## config.mk

```make
export PLATFORM = sky130hd
export DESIGN_NAME = line_sequencer_flat
export DESIGN_NICKNAME = d
export VERILOG_FILES = /design/src/rtl/line_sequencer_if.sv /design/src/rtl/line_sequencer.sv /design/src/flat_wrapper.sv
export SDC_FILE = /design/constraint.sdc
export NUM_CORES = 1
export LEC_CHECK = 0
export ABC_AREA = 1
export CAP_MARGIN = 20
export CORE_MARGIN = 1.5
export CORE_UTILIZATION = 49
export CTS_CLUSTER_DIAMETER = 200
export DETAILED_ROUTE_END_ITERATION = 8
export PLACE_DENSITY_LB_ADDON = 0.08
export RECOVER_POWER = 50
export SLEW_MARGIN = 20
export SYNTH_ARGS = -nofsm -noshare
export SYNTH_HDL_FRONTEND = slang
export SYNTH_SLANG_ARGS = --single-unit
export TNS_END_PERCENT = 30
```

## constraint.sdc

```tcl
create_clock -name clk -period 2.75 [get_ports clk]
set_input_delay 0.55 -clock clk [delete_from_list [all_inputs] [get_ports clk]]
set_output_delay 0.55 -clock clk [all_outputs]
set_load 0.1 [all_outputs]
```

## src/rtl/line_sequencer_if.sv

```systemverilog
// Line sequencer bus bundle: controller request, vertex-memory read port and
// line-drawer handshake. The master modport is the sequencer's view.
interface line_sequencer_if #(
    parameter int unsigned ADDR_W = 8
);
    // Frame/scene controller side
    logic              start;
    logic [ADDR_W-1:0] list_base;
    logic [ADDR_W:0]   n_lines;
    logic              seq_busy;
    logic              frame_done;

    // Vertex memory read port
    logic [ADDR_W-1:0] mem_addr;
    logic [31:0]       mem_data;

    // Line drawer handshake
    logic              go;
    logic              busy;
    logic [7:0]        stax;
    logic [7:0]        stay;
    logic [7:0]        endx;
    logic [7:0]        endy;

    modport master (
        input  start, list_base, n_lines, mem_data, busy,
        output mem_addr, go, stax, stay, endx, endy, seq_busy, frame_done
    );

    modport slave (
        output start, list_base, n_lines, mem_data, busy,
        input  mem_addr, go, stax, stay, endx, endy, seq_busy, frame_done
    );
endinterface

```

## src/rtl/line_sequencer.sv

```systemverilog
// Line sequencer: walks a list of segments in a synchronous vertex memory and
// hands each one to the line drawer with a go/busy handshake. Coordinates are
// registered and held from GO until the drawer drops busy.
module line_sequencer #(
    parameter int unsigned ADDR_W = 8
) (
    input  logic                clk,
    input  logic                rst_n,
    line_sequencer_if.master    bus
);

    typedef enum logic [2:0] {
        S_IDLE,
        S_FETCH,
        S_LOAD,
        S_GO,
        S_WAIT_ACK,
        S_WAIT_DONE,
        S_FINISH
    } state_t;

    state_t            state_q, state_d;
    logic [ADDR_W-1:0] base_q, base_d;
    logic [ADDR_W:0]   count_q, count_d;
    logic [ADDR_W:0]   idx_q, idx_d;
    logic [ADDR_W:0]   idx_inc;
    logic [ADDR_W-1:0] addr_q, addr_d;
    logic [31:0]       seg_q, seg_d;
    logic              go_q, go_d;
    logic              seq_busy_q, seq_busy_d;
    logic              done_q, done_d;

    // idx is one bit wider than the address so a full 2^ADDR_W list terminates
    assign idx_inc = idx_q + {{ADDR_W{1'b0}}, 1'b1};

    // Next-state and next-output logic; every output is computed one state ahead
    // so that the registered value is valid during the state it belongs to.
    always_comb begin
        state_d    = state_q;
        base_d     = base_q;
        count_d    = count_q;
        idx_d      = idx_q;
        addr_d     = addr_q;
        seg_d      = seg_q;
        go_d       = 1'b0;
        seq_busy_d = seq_busy_q;
        done_d     = 1'b0;

        unique case (state_q)
            S_IDLE: begin
                if (bus.start) begin
                    base_d     = bus.list_base;
                    count_d    = bus.n_lines;
                    idx_d      = '0;
                    addr_d     = bus.list_base;
                    seq_busy_d = 1'b1;
                    if (bus.n_lines == '0) begin
                        state_d = S_FINISH;
                        done_d  = 1'b1;
                    end else begin
                        state_d = S_FETCH;
                    end
                end
            end

            // mem_addr already holds base + idx; the memory samples it this cycle
            S_FETCH: begin
                state_d = S_LOAD;
            end

            S_LOAD: begin
                seg_d   = bus.mem_data;
                go_d    = 1'b1;
                state_d = S_GO;
            end

            S_GO: begin
                state_d = S_WAIT_ACK;
            end

            S_WAIT_ACK: begin
                if (bus.busy) begin
                    state_d = S_WAIT_DONE;
                end
            end

            S_WAIT_DONE: begin
                if (!bus.busy) begin
                    idx_d  = idx_inc;
                    addr_d = base_q + idx_inc[ADDR_W-1:0];
                    if (idx_inc == count_q) begin
                        state_d = S_FINISH;
                        done_d  = 1'b1;
                    end else begin
                        state_d = S_FETCH;
                    end
                end
            end

            S_FINISH: begin
                seq_busy_d = 1'b0;
                state_d    = S_IDLE;
            end

            default: begin
                seq_busy_d = 1'b0;
                state_d    = S_IDLE;
            end
        endcase
    end

    // State and registered outputs; reset drops any list in progress at once
    always_ff @(posedge clk or negedge rst_n) begin
        if (!rst_n) begin
            state_q    <= S_IDLE;
            base_q     <= '0;
            count_q    <= '0;
            idx_q      <= '0;
            addr_q     <= '0;
            seg_q      <= '0;
            go_q       <= 1'b0;
            seq_busy_q <= 1'b0;
            done_q     <= 1'b0;
        end else begin
            state_q    <= state_d;
            base_q     <= base_d;
            count_q    <= count_d;
            idx_q      <= idx_d;
            addr_q     <= addr_d;
            seg_q      <= seg_d;
            go_q       <= go_d;
            seq_busy_q <= seq_busy_d;
            done_q     <= done_d;
        end
    end

    assign bus.mem_addr   = addr_q;
    assign bus.go         = go_q;
    assign bus.stax       = seg_q[31:24];
    assign bus.stay       = seg_q[23:16];
    assign bus.endx       = seg_q[15:8];
    assign bus.endy       = seg_q[7:0];
    assign bus.seq_busy   = seq_busy_q;
    assign bus.frame_done = done_q;

endmodule
```

## src/flat_wrapper.sv

```systemverilog
// flat-port wrapper written by rule: the top's interface ports become plain ports
module line_sequencer_flat 
#(
    parameter int unsigned ADDR_W = 8
)
  (clk, rst_n, bus_start, bus_list_base, bus_n_lines, bus_mem_data, bus_busy, bus_mem_addr, bus_go, bus_stax, bus_stay, bus_endx, bus_endy, bus_seq_busy, bus_frame_done);
  line_sequencer_if #(.ADDR_W(ADDR_W)) bus_i ();
  input  logic clk;
  input  logic rst_n;
  input wire logic [$bits(bus_i.start)-1:0] bus_start;
  input wire logic [$bits(bus_i.list_base)-1:0] bus_list_base;
  input wire logic [$bits(bus_i.n_lines)-1:0] bus_n_lines;
  input wire logic [$bits(bus_i.mem_data)-1:0] bus_mem_data;
  input wire logic [$bits(bus_i.busy)-1:0] bus_busy;
  output wire logic [$bits(bus_i.mem_addr)-1:0] bus_mem_addr;
  output wire logic [$bits(bus_i.go)-1:0] bus_go;
  output wire logic [$bits(bus_i.stax)-1:0] bus_stax;
  output wire logic [$bits(bus_i.stay)-1:0] bus_stay;
  output wire logic [$bits(bus_i.endx)-1:0] bus_endx;
  output wire logic [$bits(bus_i.endy)-1:0] bus_endy;
  output wire logic [$bits(bus_i.seq_busy)-1:0] bus_seq_busy;
  output wire logic [$bits(bus_i.frame_done)-1:0] bus_frame_done;
  assign bus_i.start = bus_start;
  assign bus_i.list_base = bus_list_base;
  assign bus_i.n_lines = bus_n_lines;
  assign bus_i.mem_data = bus_mem_data;
  assign bus_i.busy = bus_busy;
  assign bus_mem_addr = bus_i.mem_addr;
  assign bus_go = bus_i.go;
  assign bus_stax = bus_i.stax;
  assign bus_stay = bus_i.stay;
  assign bus_endx = bus_i.endx;
  assign bus_endy = bus_i.endy;
  assign bus_seq_busy = bus_i.seq_busy;
  assign bus_frame_done = bus_i.frame_done;
  line_sequencer #(.ADDR_W(ADDR_W)) u_core (.clk(clk), .rst_n(rst_n), .bus(bus_i));
endmodule
```

==> results by group, run 1 <==
Outcome
  • Status: completed

Cells and area
  • Most frequent cells in the layout: 198 x nand2_1, 72 x dfrtp_1, 51 x clkdlybuf4s50_1
  • Synth-to-Final Area Change: 29.4%
  • Leading cell type in the layout, fill and taps excluded: nand2_1
  • Filler Cells Inserted: about 660
  • Layout Utilization: between 60% and 70%
  • Antenna Cells: 0
  • Layout net count: between 600 and 700
  • Share of cells above drive strength 1: 10.8%

Critical path
  • Startpoint types: register
  • Slowest CP cell: dfrtp_1
  • Crit path largest cell delay: about 520 ps
  • Setup crit end kind: register
  • FF-to-FF path depth: 14
  • Worst r2r src: u_core.idx_q[0]
  • Crit path DAT: 2770 ps
  • Crit path max fanout: 10
  • Crit Path Category: reg -> reg
  • CP top delay family: simple AND/OR/NAND/NOR gates
  • Cell Chain, Critical Path: ha_1, nand2_2, nor2_4, nand3_1, nand2_2, inv_1, ha_1, a21oi_1, o21ai_0, a21oi_1, nand3_1, nand2_1, nor2_1, o21ai_1
  • Crit path buffers/inverters: 1
  • Reg2Reg Setup Slack: approximately 250 ps
  • CP Data Required Time: a little over 3000 ps
  • Reg2reg end: u_core.bus.mem_addr[7]

Min path
  • HP Start: u_core.seg_q[2]
  • Min-delay worst type: reg -> reg
  • Hold Crit Endpoint: u_core.seg_q[2]
  • Hold Path Depth: 2

Die
  • Top-level I/O count: 96
  • Die Y: 89.3 um
  • # rows: 31
  • Initial Util: approximately half
  • Die W: 89.3 um
  • Core area: 7210 um^2
  • Die area: around 8000 um^2

GRT
  • First-pass GRT wire length: between 10 and 15 mm
  • GRT overflow: 0
  • Initial antenna violation count: 0
  • Largest net degree at the start of global routing: 39
  • Number of global-route vias before repair: about 3.2k
  • GRT Util Overall: 23.6%

Route
  • Routed via count: between 3k and 4k
  • Average wire per standard cell: roughly 13 um
  • Post-route ant nets: 0
  • Drt initial violations: roughly 180
  • WL final: ~8.6 mm
  • Detailed Routing Iterations Pass 1: 7
  • DR vias/cell: 4.90
  • Residual DRC: 0

Logic synthesis
  • #FFs+latches synth: 72
  • Syn Nets: 529
  • Post-synthesis sequential area ratio: slightly below 50%
  • Top-area cell type share of the netlist area: 49.4%
  • Cell area after synthesis: about 3600 um^2
  • Count of different cell masters after synthesis: 31
  • Largest cells by area after synthesis: dfrtp_1 49%, nand2_1 20%, inv_1 4.6%
  • Synth Instances: 467
  • Syn Area/Cell: slightly below 8 um^2
  • Ys Warns: 0
  • Post-synth top area cell: dfrtp_1

Clock network
  • CTS tree: yes
  • CTS clk-pin slew, worst paths: roughly 80 ps
  • Worst skew pair latency: between 300 and 400 ps
  • Post-CTS Setup Repair Bufs: 0
  • CTS max path bufs: 2
  • CTS Root Cell: clkbuf_8
  • TritonCTS Buffers: 9
  • CTS sink cnt: roughly 70
  • Total number of H-tree levels: 3

Place
  • Setup WS pre-CTS: between 200 and 300 ps
  • Hpwl dp: 6.42 mm
  • GPL Wtd Cong: a little over 0.9
  • I/O Buffers: 95

Timing
  • Final setup violation count: 0
  • Final Hold Vio Count: 0
  • FMAX: 400 MHz
  • Relative slew slack: 7.31%
  • Measured slew at the worst slew-check pin: 1390 ps
  • Tcrit/Tclk final: around nine tenths
  • Layout Skew: 7.26 ps
  • Setup WS post-layout: about 250 ps
  • Fin. max-slew vios: 0
  • Fin Setup TNS: 0 ps
  • RSZ-0062 raised after global routing: no
  • Fin crit period: 2500 ps

Job
  • Max Cap Viol: 0
[stage by stage]
stage	cells	hold slack [ps]	cell area [um^2]
final	671	473	4720
after global routing	671	500	4720
after CTS	671	480	4810
after detailed placement	654	365	4590
after global placement	654	363	4590
after floorplan	467	254	3650
[worst register-to-register path, stage by stage (launching register included)]
cell and delay [ps]:
dfrtp_1 520, ha_1 280, nand2_2 100, nor2_4 170, nand3_1 130, nand2_2 110
inv_1 50, ha_1 310, a21oi_1 150, o21ai_0 100, a21oi_1 200, nand3_1 100
nand2_1 70, nor2_1 30, o21ai_1 110
[kinds of logic after synthesis]
| logic type | share of synthesized area, % |
|---|---|
| adders and majority gates | 3.29 |
| and+or+nand+nor | 30.8 |
| buffers and inverters | 7.10 |
| DFF | 49.4 |
| xor gates and xnor gates | 1.20 |
| AOI/OAI and AO/OA | 8.23 |
[cells in the mapped netlist]
cell         n
nand2_1    198
dfrtp_1     72
inv_1       45
nand3_1     31
nor2_1      15
o21ai_1     14
o21ai_0     13
a21oi_1     10
ha_1         8
nand2_2      8
clkbuf_1     7
o22ai_1      6
o211ai_1     4
buf_2        3
buf_6        3
nand3b_1     3
nand4_1      3
nor2_2       3
xnor2_1      3
and2_1       2
inv_2        2
nor2_4       2
nor3_2       2
o21a_1       2
xor2_1       2
a21o_1       1
a21oi_4      1
a2bb2oi_1    1
buf_4        1
fa_1         1
nor3_1       1
[state kept, by name (all words and copies together) (netlist names)]
register	cells
u_core.count_q	9
u_core.idx_q	9
u_core.bus.seq_busy	1
u_core.bus.go	1
u_core.bus.frame_done	1
u_core.base_q	8
u_core.state_q	3
u_core.seg_q	32
u_core.bus.mem_addr	8
[worst max path at each step]
stage,slack [ps],to,start,depth (start not counted)
after detailed placement,300,u_core.bus.mem_addr[7],u_core.idx_q[0],14
after global placement,450,u_core.bus.mem_addr[7],u_core.idx_q[0],14
after global routing,10,u_core.bus.mem_addr[7],u_core.idx_q[0],14
after floorplan,710,u_core.bus.mem_addr[7],u_core.idx_q[1],14
after CTS,280,u_core.bus.mem_addr[7],u_core.idx_q[0],14
final,250,u_core.bus.mem_addr[7],u_core.idx_q[0],14
[area by class of cell]
cell class              instances  area (um^2)  area share, %
inverters                      47          176           3.73
repair buffers                103          816           17.3
clock inverters                 6         83.8           1.77
clock buffers                  10          128           2.70
multi-input cells             334         1600           33.8
flip-flops and latches         72         1800           38.1
well taps                      99          124           2.62
[repair_timing]
action	4_1_cts	5_1_grt
hold endpoints to repair	2	0
hold buffers	1	0
gates resized for setup	0	0
[per-layer routing]
layer / GRT usage (%) / vias up / share of wire [%]
met1: 29.4 / 1488 / 44
met5: 0 / - / 0
met3: 6.09 / 24 / 6.7
met4: 11.9 / 0 / 2.9
met2: 38.1 / 109 / 46
li1: - / 1668 / -
Power of run 1 is not shown: default switching activity piles up to over one toggle a cycle in this logic, so the estimate is an artifact.
==> run 2: changes to the inputs <==
--- a/config.mk
+++ b/config.mk
@@ -6,11 +6,13 @@
 export NUM_CORES = 1
 export LEC_CHECK = 0
 export ABC_AREA = 1
-export CAP_MARGIN = 20
+export CAP_MARGIN = 15
 export CORE_MARGIN = 1.5
 export CORE_UTILIZATION = 49
 export CTS_CLUSTER_DIAMETER = 200
+export CTS_CLUSTER_SIZE = 25
 export DETAILED_ROUTE_END_ITERATION = 8
+export GPL_TIMING_DRIVEN = 0
 export PLACE_DENSITY_LB_ADDON = 0.08
 export RECOVER_POWER = 50
 export SLEW_MARGIN = 20
==> results by group, run 2 (synthesized netlist as in run 1, its figures left out) <==
Clock network
  • CTS Root Cell: clkbuf_8
  • TritonCTS Buffers: 9 (unchanged)
  • CTS tree: yes
  • Total number of H-tree levels: 3 (unchanged)
  • CTS clk-pin slew, worst paths: 80 ps (about the same)
  • CTS resizes: 0 (unchanged)
  • CTS max path bufs: 2 (unchanged)
  • CTS sink cnt: 72 (unchanged)
  • Cts hold-fix bufs: 0 (-1)
  • Worst skew pair latency: 360 ps (+20 ps)
  • Post-CTS Setup Repair Bufs: 0 (unchanged)

Die
  • Die W: 89.3 um (unchanged)
  • Initial Util: 50.6% (unchanged)
  • Die Y: 89.3 um (unchanged)
  • Top-level I/O count: 96 (unchanged)
  • Die area: 7980 um^2 (unchanged)
  • # rows: 31 (unchanged)
  • Core area: 7210 um^2 (unchanged)

Timing
  • Fin crit period: 2420 ps (-74.5 ps)
  • Final Hold Vio Count: 0 (unchanged)
  • FMAX: 413 MHz (+3.1%)
  • Fin. max-slew vios: 30 (+30)
  • Layout Skew: 8.59 ps (+1.33 ps)
  • Relative slew slack: -15.2% (-22 points)
  • Fin Setup TNS: 0 ps (unchanged)
  • Final setup violation count: 0 (unchanged)
  • RSZ-0062 raised after global routing: no
  • Measured slew at the worst slew-check pin: 1730 ps (+337 ps)
  • Tcrit/Tclk final: 88.1% (-2.7 points)
  • Final hold slack: 474 ps (+1.38 ps)

Cells and area
  • Largest regs: u_core.seg_q x32, u_core.count_q x9, u_core.idx_q x9
  • Layout net count: 636 (+1.1%)
  • Max FFs per register: 32 (unchanged)
  • Biggest register: u_core.seg_q
  • Share of cells above drive strength 1: 6.74% (-4.1 points)
  • Final non-filler cell area: 4950 um^2 (+4.8%)
  • Filler Cells Inserted: 613 (-6.4%)
  • Most frequent cells in the layout: 198 x nand2_1, 94 x clkdlybuf4s50_1, 72 x dfrtp_1
  • Antenna Cells: 0 (unchanged)
  • Leading cell type in the layout, fill and taps excluded: nand2_1
  • Final cell count without fillers: 678 (+1.0%)
  • Synth-to-Final Area Change: 35.7%

Route
  • Drt initial violations: 163 (-10%)
  • Residual DRC: 0 (unchanged)
  • WL final: 8.94 mm (+3.5%)
  • Routed via count: 3,361 (+2.2%)
  • Post-route ant nets: 0 (unchanged)
  • DR vias/cell: 4.96 (+1.1%)
  • Detailed Routing Iterations Pass 1: 4 (-3)
  • Average wire per standard cell: 13.2 um (+2.5%)

Critical path
  • Total number of cells along the worst setup path: 1 (-13)
  • Crit Path Category: reg -> out
  • Worst r2r src: u_core.idx_q[1]
  • Crit path buffers/inverters: 1 (unchanged)
  • Setup crit end kind: output port
  • Reg2reg end: u_core.bus.mem_addr[7]
  • CP Data Required Time: 2200 ps (-820 ps)
  • CP top delay family: buffers and inverters
  • Reg2Reg Setup Slack: 410 ps (+160 ps)
  • Cell Chain, Critical Path: clkdlybuf4s50_1
  • Crit path largest cell delay: 1150 ps (+630 ps)
  • FF-to-FF path depth: 14 (unchanged)
  • Slowest CP cell: clkdlybuf4s50_1
  • Crit path DAT: 1870 ps (-900 ps)
  • Worst Setup SP: u_core.seg_q[27]
  • Crit path max fanout: 2 (-8)
  • Startpoint types: register

GRT
  • Met1 GRT Util: 29.1% (-0.29 points)
  • Initial antenna violation count: 0 (unchanged)
  • GRT overflow: 0 (unchanged)
  • Grt peak-use layer: met2
  • Met2 usage: 40.1% (+2.0 points)
  • First-pass GRT wire length: 14.8 mm (+3.2%)
  • GRT Util Overall: 24.5% (+0.92 points)
  • Number of global-route vias before repair: 3,310 (+3.6%)
  • Largest net degree at the start of global routing: 44 (+13%)
  • Met3 GRT Util: 8.22% (+2.1 points)

Min path
  • Hold Path Depth: 2 (unchanged)
  • HP Start: u_core.seg_q[25]
  • Hold Crit Endpoint: u_core.seg_q[25]
  • Min-delay worst type: reg -> reg

Place
  • GPL Wtd Cong: 0.908 (-0.40%)
  • DP Cell Count: 662 (+1.2%)
  • I/O Buffers: 95 (unchanged)
  • Hpwl dp: 6.65 mm (+3.7%)
  • Placed Area: 4750 um^2 (+3.5%)

Outcome
  • Failing checks: max-capacitance violations, max-slew violations
  • Status: complete, but fails checks

Job
  • Max Cap Viol: 1 (+1)
-- run 2: cell types whose count changed in the layout (fill, tap and decap cells not counted), moves of 2 or more --
cell and change:
clkdlybuf4s50_1 +43, buf_4 -26, clkbuf_1 -14, buf_2 +3, clkinv_2 -3, buf_6 +2, clkbuf_2 -2, clkinvlp_4 +2
-- run 2: worst max-delay path by stage --
stage                                   endpoint
after floorplan           u_core.bus.mem_addr[7]
after global placement           u_core.seg_q[2]
after detailed placement  u_core.bus.mem_addr[7]
after CTS                            bus_stax[3]
after global routing      u_core.bus.mem_addr[6]
final                                bus_stax[3]
-- run 2: final cells by class --
class	count	area, um^2	share of cell area, %
Timing Repair Buffer	96	972	19.6
Clock buffer	10	138	2.78
Multi-Input combinational cell	334	1570	31.8
Tap cell	99	124	2.50
Buffer	14	75.1	1.52
Inverter	47	176	3.56
Clock inverter	6	92.6	1.87
Sequential cell	72	1800	36.4
-- run 2: metal layers --
metal	wire [um]	part of all wire (%)
met1	3800	42
met2	4140	46
met5	0	0
met4	260	2.9
met3	735	8.2
-- run 2: metrics by stage --
stage	worst slack, ps	utilization, %
final	327	68.6
after global routing	176	68.6
after CTS	311	69.0
after detailed placement	442	65.8
after global placement	-1420	65.5
after floorplan	712	-
Power of run 2 is left out for the same reason.
